===== config.mk =====
export PLATFORM = sky130hd
export DESIGN_NAME = poly_horner_eval_flat
export DESIGN_NICKNAME = d
export VERILOG_FILES = /design/src/rtl/poly_horner_eval_pkg.sv /design/src/rtl/poly_horner_eval_if.sv /design/src/rtl/poly_horner_eval_mac_step.sv /design/src/rtl/poly_horner_eval.sv /design/src/flat_wrapper.sv
export SDC_FILE = /design/constraint.sdc
export NUM_CORES = 1
export LEC_CHECK = 0
export CAP_MARGIN = 10
export CORE_UTILIZATION = 40
export CTS_CLUSTER_DIAMETER = 150
export DETAILED_ROUTE_END_ITERATION = 7
export HOLD_SLACK_MARGIN = 0.05
export PLACE_DENSITY = 0.71
export SLEW_MARGIN = 20
export SYNTH_ARGS = -nofsm -noshare
export SYNTH_HDL_FRONTEND = slang
export SYNTH_HIERARCHICAL = 1
export SYNTH_SLANG_ARGS = --single-unit

===== constraint.sdc =====
create_clock -name clk -period 5.9 [get_ports clk]
set_input_delay 1.18 -clock clk [delete_from_list [all_inputs] [get_ports clk]]
set_output_delay 1.18 -clock clk [all_outputs]
set_load 0.02 [all_outputs]

===== src/rtl/poly_horner_eval_pkg.sv =====
// rtl/poly_horner_eval_pkg.sv - shared state encodings and overflow mode constants
package poly_pkg;

  typedef enum logic [1:0] {
    ST_IDLE = 2'd0,
    ST_RUN  = 2'd1,
    ST_DONE = 2'd2
  } state_t;

  localparam int MODE_WRAP = 0;
  localparam int MODE_SAT  = 1;

endpackage


===== src/rtl/poly_horner_eval_if.sv =====
// rtl/poly_horner_eval_if.sv - start/finished handshake and operand/result bundle
interface poly_horner_eval_if #(
  parameter int DEGREE = 2,
  parameter int W      = 16,
  parameter int XW     = 8
);

  logic                        Start;
  logic signed [XW-1:0]        X;
  logic [(DEGREE+1)*W-1:0]     Coef;
  logic                        busy;
  logic                        finished;
  logic signed [W-1:0]         Resultado;
  logic                        Overflow;

  modport master (
    output Start, X, Coef,
    input  busy, finished, Resultado, Overflow
  );

  modport slave (
    input  Start, X, Coef,
    output busy, finished, Resultado, Overflow
  );

endinterface


===== src/rtl/poly_horner_eval_mac_step.sv =====
// rtl/poly_horner_eval_mac_step.sv - one Horner step acc*x + c with range check
module poly_mac_step
  import poly_pkg::*;
#(
  parameter int W        = 16,
  parameter int XW       = 8,
  parameter int SATURATE = 0
) (
  input  logic signed [W-1:0]  acc,
  input  logic signed [XW-1:0] x,
  input  logic signed [W-1:0]  c,
  output logic signed [W-1:0]  next_acc,
  output logic                 ovf
);

  localparam int FW = W + XW + 1;

  logic signed [FW-1:0] acc_ext;
  logic signed [FW-1:0] x_ext;
  logic signed [FW-1:0] c_ext;
  logic signed [FW-1:0] full;

  assign acc_ext = {{(XW+1){acc[W-1]}}, acc};
  assign x_ext   = {{(W+1){x[XW-1]}}, x};
  assign c_ext   = {{(XW+1){c[W-1]}}, c};
  assign full    = acc_ext * x_ext + c_ext;

  // In range exactly when every bit above the W-bit sign position matches it.
  assign ovf = !((&full[FW-1:W-1]) || !(|full[FW-1:W-1]));

  always_comb begin
    next_acc = full[W-1:0];
    if (SATURATE == MODE_SAT && ovf) begin
      next_acc = full[FW-1] ? {1'b1, {(W-1){1'b0}}} : {1'b0, {(W-1){1'b1}}};
    end
  end

endmodule


===== src/rtl/poly_horner_eval.sv =====
// rtl/poly_horner_eval.sv - sequential Horner polynomial evaluator, one MAC per clock
module poly_horner_eval
  import poly_pkg::*;
#(
  parameter int DEGREE   = 2,
  parameter int W        = 16,
  parameter int XW       = 8,
  parameter int SATURATE = 0
) (
  input logic               clk,
  input logic               Reset,
  poly_horner_eval_if.slave bus
);

  localparam int IW = $clog2(DEGREE) + 1;

  state_t                  state;
  state_t                  state_nx;
  logic                    accept;
  logic signed [XW-1:0]    x_reg;
  logic [DEGREE*W-1:0]     coef_reg;
  logic signed [W-1:0]     acc;
  logic [IW-1:0]           idx;
  logic                    ovf_run;
  logic signed [W-1:0]     c_sel;
  logic signed [W-1:0]     step_acc;
  logic                    step_ovf;

  // c_N seeds the accumulator at accept, so only c_0..c_(N-1) are kept.
  assign c_sel = coef_reg[int'(idx)*W +: W];

  poly_mac_step #(
    .W        (W),
    .XW       (XW),
    .SATURATE (SATURATE)
  ) u_mac (
    .acc      (acc),
    .x        (x_reg),
    .c        (c_sel),
    .next_acc (step_acc),
    .ovf      (step_ovf)
  );

  always_ff @(posedge clk or negedge Reset) begin
    if (!Reset) state <= ST_IDLE;
    else        state <= state_nx;
  end

  always_comb begin
    state_nx     = state;
    accept       = 1'b0;
    bus.busy     = 1'b0;
    bus.finished = 1'b0;
    case (state)
      ST_IDLE: begin
        if (bus.Start) begin
          accept   = 1'b1;
          state_nx = ST_RUN;
        end
      end
      ST_RUN: begin
        bus.busy = 1'b1;
        if (idx == '0) state_nx = ST_DONE;
      end
      ST_DONE: begin
        bus.finished = 1'b1;
        if (bus.Start) begin
          accept   = 1'b1;
          state_nx = ST_RUN;
        end else begin
          state_nx = ST_IDLE;
        end
      end
      default: state_nx = ST_IDLE;
    endcase
  end

  // Overflow is accumulated internally and published only with the result.
  always_ff @(posedge clk or negedge Reset) begin
    if (!Reset) begin
      x_reg         <= '0;
      coef_reg      <= '0;
      acc           <= '0;
      idx           <= '0;
      ovf_run       <= 1'b0;
      bus.Resultado <= '0;
      bus.Overflow  <= 1'b0;
    end else if (accept) begin
      x_reg        <= bus.X;
      coef_reg     <= bus.Coef[DEGREE*W-1:0];
      acc          <= bus.Coef[DEGREE*W +: W];
      idx          <= IW'(DEGREE - 1);
      ovf_run      <= 1'b0;
      bus.Overflow <= 1'b0;
    end else if (state == ST_RUN) begin
      acc     <= step_acc;
      ovf_run <= ovf_run | step_ovf;
      if (idx == '0) begin
        bus.Resultado <= step_acc;
        bus.Overflow  <= ovf_run | step_ovf;
      end else begin
        idx <= idx - IW'(1);
      end
    end
  end

endmodule


===== src/flat_wrapper.sv =====
// flat-port wrapper written by rule: the top's interface ports become plain ports
module poly_horner_eval_flat import poly_pkg::*;
#(
  parameter int DEGREE   = 2,
  parameter int W        = 16,
  parameter int XW       = 8,
  parameter int SATURATE = 0
)
  (clk, Reset, bus_Start, bus_X, bus_Coef, bus_busy, bus_finished, bus_Resultado, bus_Overflow);
  poly_horner_eval_if #(.DEGREE(DEGREE), .W(W), .XW(XW)) bus_i ();
  input logic clk;
  input logic Reset;
  input wire logic [$bits(bus_i.Start)-1:0] bus_Start;
  input wire logic [$bits(bus_i.X)-1:0] bus_X;
  input wire logic [$bits(bus_i.Coef)-1:0] bus_Coef;
  output wire logic [$bits(bus_i.busy)-1:0] bus_busy;
  output wire logic [$bits(bus_i.finished)-1:0] bus_finished;
  output wire logic [$bits(bus_i.Resultado)-1:0] bus_Resultado;
  output wire logic [$bits(bus_i.Overflow)-1:0] bus_Overflow;
  assign bus_i.Start = bus_Start;
  assign bus_i.X = bus_X;
  assign bus_i.Coef = bus_Coef;
  assign bus_busy = bus_i.busy;
  assign bus_finished = bus_i.finished;
  assign bus_Resultado = bus_i.Resultado;
  assign bus_Overflow = bus_i.Overflow;
  poly_horner_eval #(.DEGREE(DEGREE), .W(W), .XW(XW), .SATURATE(SATURATE)) u_core (.clk(clk), .Reset(Reset), .bus(bus_i));
endmodule

Word-level counts from Yosys, hierarchy flattened
Cells that the tools add are included.
{"block": "totals", "regBits": 78, "in_bits": 59, "output_inout_bits": 19, "wordCells": 51}
{"block": "op_classes", "addsub": 2, "n_mul": 1, "eq_ne": 5, "shifts": 1, "n_mux": 18, "bitwise_logic": 2, "n_reduce_logical": 14}
{"cell": "$mux W16", "n": 2}
{"cell": "$shiftx A32 B7 Y16", "n": 1}
{"cell": "$add A24 B16 Y25", "n": 1}
{"cell": "$mul A16 B8 Y24", "n": 1}
{"cell": "$mux W1", "n": 10}
{"cell": "$mux W2", "n": 5}
{"cell": "$reduce_and A10 Y1", "n": 1}
{"cell": "$reduce_or A10 Y1", "n": 1}
{"cell": "$pmux W2 S3", "n": 1}
{"cell": "$reduce_and A2 Y1", "n": 3}
{"cell": "$logic_not A2 Y1", "n": 2}
{"cell": "$ne A2 B2 Y1 const B", "n": 2}
{"cell": "$reduce_bool A2 Y1", "n": 2}
{"cell": "$reduce_and A3 Y1", "n": 1}
{"cell": "$eq A2 B1 Y1 const B", "n": 1}
{"cell": "$eq A2 B2 Y1 const B", "n": 1}
{"cell": "$logic_not A1 Y1", "n": 2}
{"cell": "$ne A2 B1 Y1 const B", "n": 1}
{"cell": "$reduce_or A2 Y1", "n": 1}
{"cell": "$sub A2 B1 Y2 const B", "n": 1}
{"cell": "$logic_or A1 B1 Y1", "n": 1}
{"cell": "$not A1 Y1", "n": 1}
{"cell": "$or A1 B1 Y1", "n": 1}

Depth between registers and ports, before layout
{"block": "depth", "ltp_word": 10, "depth_mapped": 26, "depth_no_buf": 24}

Modules after synthesis
Netlist, hierarchy kept.
{"mod": "poly_mac_step", "instances": 1, "cells_per_inst": 550, "area_per_inst_um2": 5048.6, "seq_area_each_um2": 0.0}
{"mod": "poly_horner_eval", "instances": 1, "cells_per_inst": 319, "area_per_inst_um2": 3338.2, "seq_area_each_um2": 1951.9}

Worst setup path after synthesis
OpenSTA, ideal clock, no wires.
{"block": "synth_timing", "path_type": "register to register", "start": "register u_core.idx[0]", "end": "register u_core.ovf_run", "setup_time_ns": 0.121, "arrival_time_ns": 5.563, "required_ns": 5.779, "path_slack_ns": 0.216, "path_stages_with_launch": 24, "n_path_buf": 2, "synth_period_minus_slack_ns": 5.684, "path_cell_list": "dfrtp_1 > buf_2 > buf_4 > mux2i_1 > nor2_1 > inv_1 > fa_1 > inv_1 > fa_1 > fa_1 > fa_1 > fa_1 > ha_1 > and3_2 > a221oi_4 > o21ai_2 > a21oi_2 > nor3b_1 > xor2_1 > or4_1 > nor3_1 > a41oi_1 > a21oi_1 > nor2_1"}
{"block": "synth_between", "elab_chain_cells": 9, "word_cells_on_any_way": 10, "cone_classes": "add/sub: 1; shift: 1; mux: 2; bitwise: 1; reduce/logical: 5"}
{"element": "start: declaration", "line_no": "poly_horner_eval.sv:23", "rtl": "logic [IW-1:0] idx;"}
{"element": "start signal: assignment", "line_no": "poly_horner_eval.sv:92", "rtl": "idx <= IW'(DEGREE - 1);"}
{"element": "start signal: assignment", "line_no": "poly_horner_eval.sv:102", "rtl": "idx <= idx - IW'(1);"}
{"element": "$shiftx A32 B7 Y16 (*)", "line_no": "poly_horner_eval.sv:30", "rtl": "assign c_sel = coef_reg[int'(idx)*W +: W];"}
{"element": "net u_core.c_sel[7]", "line_no": "poly_horner_eval.sv:25", "rtl": "logic signed [W-1:0] c_sel;"}
{"element": "$add A24 B16 Y25 (*)", "line_no": "poly_horner_eval_mac_step.sv:26", "rtl": "assign full = acc_ext * x_ext + c_ext;"}
{"element": "$reduce_or A10 Y1", "line_no": "poly_horner_eval_mac_step.sv:29", "rtl": "assign ovf = !((&full[FW-1:W-1]) || !(|full[FW-1:W-1]));"}
{"element": "$logic_not A1 Y1", "line_no": "poly_horner_eval_mac_step.sv:29"}
{"element": "$logic_or A1 B1 Y1 (*)", "line_no": "poly_horner_eval_mac_step.sv:29"}
{"element": "$logic_not A1 Y1 (*)", "line_no": "poly_horner_eval_mac_step.sv:29"}
{"element": "net u_core.step_ovf", "line_no": "poly_horner_eval.sv:27", "rtl": "logic step_ovf;"}
{"element": "$or A1 B1 Y1 (*)", "line_no": "poly_horner_eval.sv:97", "rtl": "ovf_run <= ovf_run | step_ovf;"}
{"element": "$mux W1 (*)", "line_no": "poly_horner_eval.sv:95", "rtl": "end else if (state == ST_RUN) begin"}
{"element": "$mux W1 (*)", "line_no": "poly_horner_eval.sv:88", "rtl": "end else if (accept) begin"}
{"element": "end signal: assignment", "line_no": "poly_horner_eval.sv:97"}
{"element": "end: declaration", "line_no": "poly_horner_eval.sv:24", "rtl": "logic ovf_run;"}
The timed path passes the listed nets; every way through them passes the cells marked *. The select of a mux whose other input is x is not followed.
A chain may end at the register's enable or synchronous reset.

Worst setup path after layout
{"block": "layout_timing", "start": "register u_core.x_reg[3]", "end": "register u_core.ovf_run"}
{"block": "layout_between", "elab_chain_cells": 9, "word_cells_on_any_way": 10, "cone_classes": "add/sub: 1; mul: 1; mux: 2; bitwise: 1; reduce/logical: 5"}
{"element": "start: declaration", "line_no": "poly_horner_eval.sv:20", "rtl": "logic signed [XW-1:0] x_reg;"}
{"element": "start signal: assignment", "line_no": "poly_horner_eval.sv:89", "rtl": "x_reg <= bus.X;"}
{"element": "$mul A16 B8 Y24 (*)", "line_no": "poly_horner_eval_mac_step.sv:26"}
{"element": "$add A24 B16 Y25 (*)", "line_no": "poly_horner_eval_mac_step.sv:26"}
{"element": "$reduce_or A10 Y1", "line_no": "poly_horner_eval_mac_step.sv:29"}
{"element": "$logic_not A1 Y1", "line_no": "poly_horner_eval_mac_step.sv:29"}
{"element": "$logic_or A1 B1 Y1 (*)", "line_no": "poly_horner_eval_mac_step.sv:29"}
{"element": "$logic_not A1 Y1 (*)", "line_no": "poly_horner_eval_mac_step.sv:29"}
{"element": "net u_core.step_ovf", "line_no": "poly_horner_eval.sv:27"}
{"element": "$or A1 B1 Y1 (*)", "line_no": "poly_horner_eval.sv:97"}
{"element": "$mux W1 (*)", "line_no": "poly_horner_eval.sv:95"}
{"element": "$mux W1 (*)", "line_no": "poly_horner_eval.sv:88"}
Marks and branches as above.

==> impl_results.md <==
* Status: finished, violations left
* Failing checks: negative setup slack
* Yosys cell types at 55
* Number of synthesized flops with an enable pin at 0
* CP top delay family: adder cells
* Worst-Margin Slew at 1.06 ns
* Worst path buffer plus inverter count at 2
* Crit-path most repeated cell: fa_1
* Most frequent cells in the layout: 188 x nand2_1, 122 x inv_1, 120 x fa_1, 76 x clkdlybuf4s50_1, 76 x dfrtp_1
* Critical Path End Type: register
* Area grow syn2layout at 21.4%
* DIE WIDTH at 147 microns
* Largest net degree at the start of global routing at 79
* Crit-path max FO at 9
* Crit path depth at 20
* Remaining DRCs at 0
* Die Y at 147 microns
* Total GRT Usage at 20.0%
* FMAX at 0.168 GHz
* Instance count of the mapped netlist at 869
* Worst Slack Setup Final at -0.0482 ns
* RSZ-0062 raised after global routing: true
* Worst hold stages at 2
* Crit-path cells: and2_1 > fa_1 > inv_1 > fa_1 > inv_1 > fa_1 > fa_1 > fa_2 > ha_4 > o211ai_1 > o21bai_2 > o21ai_2 > a311oi_2 > o21a_1 > nor2_2 > or4_1 > nor3_2 > a41oi_2 > a21oi_1 > nor2_1
* Final Cell Area at 10200 sq um
* Initial antenna violation count at 0
* Num Clock Sinks at 78
* Reg2reg end: u_core/ovf_run
* Hold path start: u_core/coef_reg[29]
* Crit path arrival time at 6.17 ns
* CTS root buf: clkbuf_16
* Core area at 20400 sq um
* Vias/cell at 5.06
* Multi-input logic area at 5910 sq um
* Slew headroom at 28.9%
* Insertion delay to the later sink of the worst-skew pair at 0.34 ns
* Syn_nets at 1105
* Syn Area/Cell at 9.65 sq um
* Final hold vios at 0
* Drt wl/cell at 16.2 microns
* Layout cell share with drive strength beyond 1 at 11.7%
* Register bit total from synthesis at 78
* Synth Warn # at 6
* Full die area at 21600 sq um
* Area share of the largest cell type after synthesis at 29.1%
* Max clock buf depth at 2
* Post-DRT Antenna Nets at 0
* Placed cell area at 9610 sq um
* Crit-path max cell delay at 0.55 ns
* Reg clk slew, reported paths at 0.07 ns
* Number of global-route vias before repair at 6831
* Endpoints failing setup at 2
* Register area share after synthesis at 23.3%
* Filler cells at 1842
* Synth Cell Area at 8390 sq um
* Startpoint types: register
* CTS Buf Count at 9
* Routed via count at 6349
* Final wirelength at 20300 microns
* DR pass1 iterations at 5
* Share of synthesized registers carrying an async set or reset at 100%
* Max-slew violation count at 0
* Worst Path Class, Setup: register to register
* Fin crit share at 101%
* Main area contributors after synthesis: fa_1 29%, dfrtp_1 23%, nand2_1 8.4%, ha_1 8.2%, inv_1 5.5%
* Nets@finish at 1215
* Starting Density at 41.2%
* First-pass GRT wire length at 34100 microns
* IO Port Bufs at 77
* HP Class: register to register
* FF+latch area at 1950 sq um
* Floorplan row count at 52
* Crit path time final at 5.95 ns
* Clock Skew at 0.00959 ns
* Cell with the largest stage delay on the worst path: fa_1
* Worst Hold End: u_core/coef_reg[29]
* Hpwl dp at 16200 microns
* Worst r2r path cells at 20
* Worst EP required at 6.12 ns
* Max-Cap Viols at 0
* IO Pins at 78
* TritonCTS clock tree: built
* H-tree depth at 3
* Ys flop type: dfrtp_1
* Gpl congestion at 0.948
* Max reg flops at 32
* N_diodes at 0
* Internal reg-to-reg setup slack at -0.05 ns
* Grt ovf at 0
* Worst R2R Start: u_core/x_reg[3]
* Biggest area consumer among synthesized cells: fa_1
* Starting DRT DRC Count at 424
* Commonest non-fill, non-tap cell in the layout: nand2_1
metrics by stage:
step	hold WS, ns	setup slack [ns]	cells	setup TNS [ns]	util (%)
after floorplan	0.445	0.216	869	0	-
after global placement	0.458	0.130	1222	0	47.2
after detailed placement	0.462	-0.0697	1222	-0.118	47.2
after CTS	0.478	0.00567	1240	0	49.0
after global routing	0.500	-0.236	1254	-0.447	50.0
final	0.476	-0.0482	1254	-0.0829	50.0
logic make-up after synthesis:
kind of cell               Yosys count  share of synthesized area, %
and+or+nand+nor                    311                          16.8
adders and majority gates          177                          37.3
buffers and inverters              156                          7.55
AOI/OAI and AO/OA                   89                          7.92
DFF                                 78                          23.3
muxes                               33                          4.49
xor gates and xnor gates            25                          2.61
metal layers:
layer	GRT usage (%)	share of wire [%]	up-vias
met2	33.6	50	144
met1	26.5	44	3236
met5	0	0	-
met4	6.67	2.4	0
met3	2.76	3.8	31
li1	-	-	2938
timing repair:
item,CTS,global route
gates resized for setup,4,22
pin swaps,3,27
setup endpoints to repair,2,2
hold buffers,0,0
buffers inserted,2,14
synthesized netlist by cell type (5+ instances only):
| master | number |
|---|---|
| clkbuf_1 | 15 |
| buf_2 | 11 |
| a21o_1 | 25 |
| mux2_2 | 9 |
| nand2_1 | 188 |
| a22o_1 | 16 |
| o21ai_0 | 9 |
| xor2_1 | 11 |
| and2_1 | 55 |
| fa_1 | 122 |
| a21oi_1 | 12 |
| mux2i_1 | 17 |
| dfrtp_1 | 78 |
| inv_1 | 124 |
| nor2_1 | 30 |
| nand3_1 | 5 |
| mux2_4 | 7 |
| xnor2_1 | 14 |
| nand2b_1 | 10 |
| ha_1 | 55 |
worst reg2reg max path, cell delays in order (launching register included):
cell      delay [ns]
dfrtp_1         0.52
and2_1          0.23
fa_1            0.50
inv_1           0.05
fa_1            0.53
inv_1           0.08
fa_1            0.51
fa_1            0.55
fa_2            0.47
ha_4            0.29
o211ai_1        0.09
o21bai_2        0.24
o21ai_2         0.14
a311oi_2        0.34
o21a_1          0.22
nor2_2          0.05
or4_1           0.53
nor3_2          0.20
a41oi_2         0.06
a21oi_1         0.15
nor2_1          0.05
worst max path at each step:
stage / startpoint / end / slack [ns]
floorplan: u_core/idx[0] / u_core/ovf_run / 0.22
global route: u_core/x_reg[3] / u_core/bus.Overflow / -0.24
detailed placement: u_core/idx[0] / u_core/bus.Overflow / -0.07
global placement: u_core/idx[0] / u_core/bus.Overflow / 0.13
finish: u_core/x_reg[3] / u_core/ovf_run / -0.05
CTS: u_core/idx[0] / u_core/bus.Overflow / 0.006
cell type report:
type                    count  area share, %
flip-flops and latches     78           19.2
clock inverters             6          0.921
inverters                 125           4.61
clock buffers              10           2.25
repair buffers            130           11.6
well taps                 270           3.32
multi-input cells         635           58.1
Power is not shown: default switching activity piles up to over one toggle a cycle in this logic, so the estimate is an artifact.
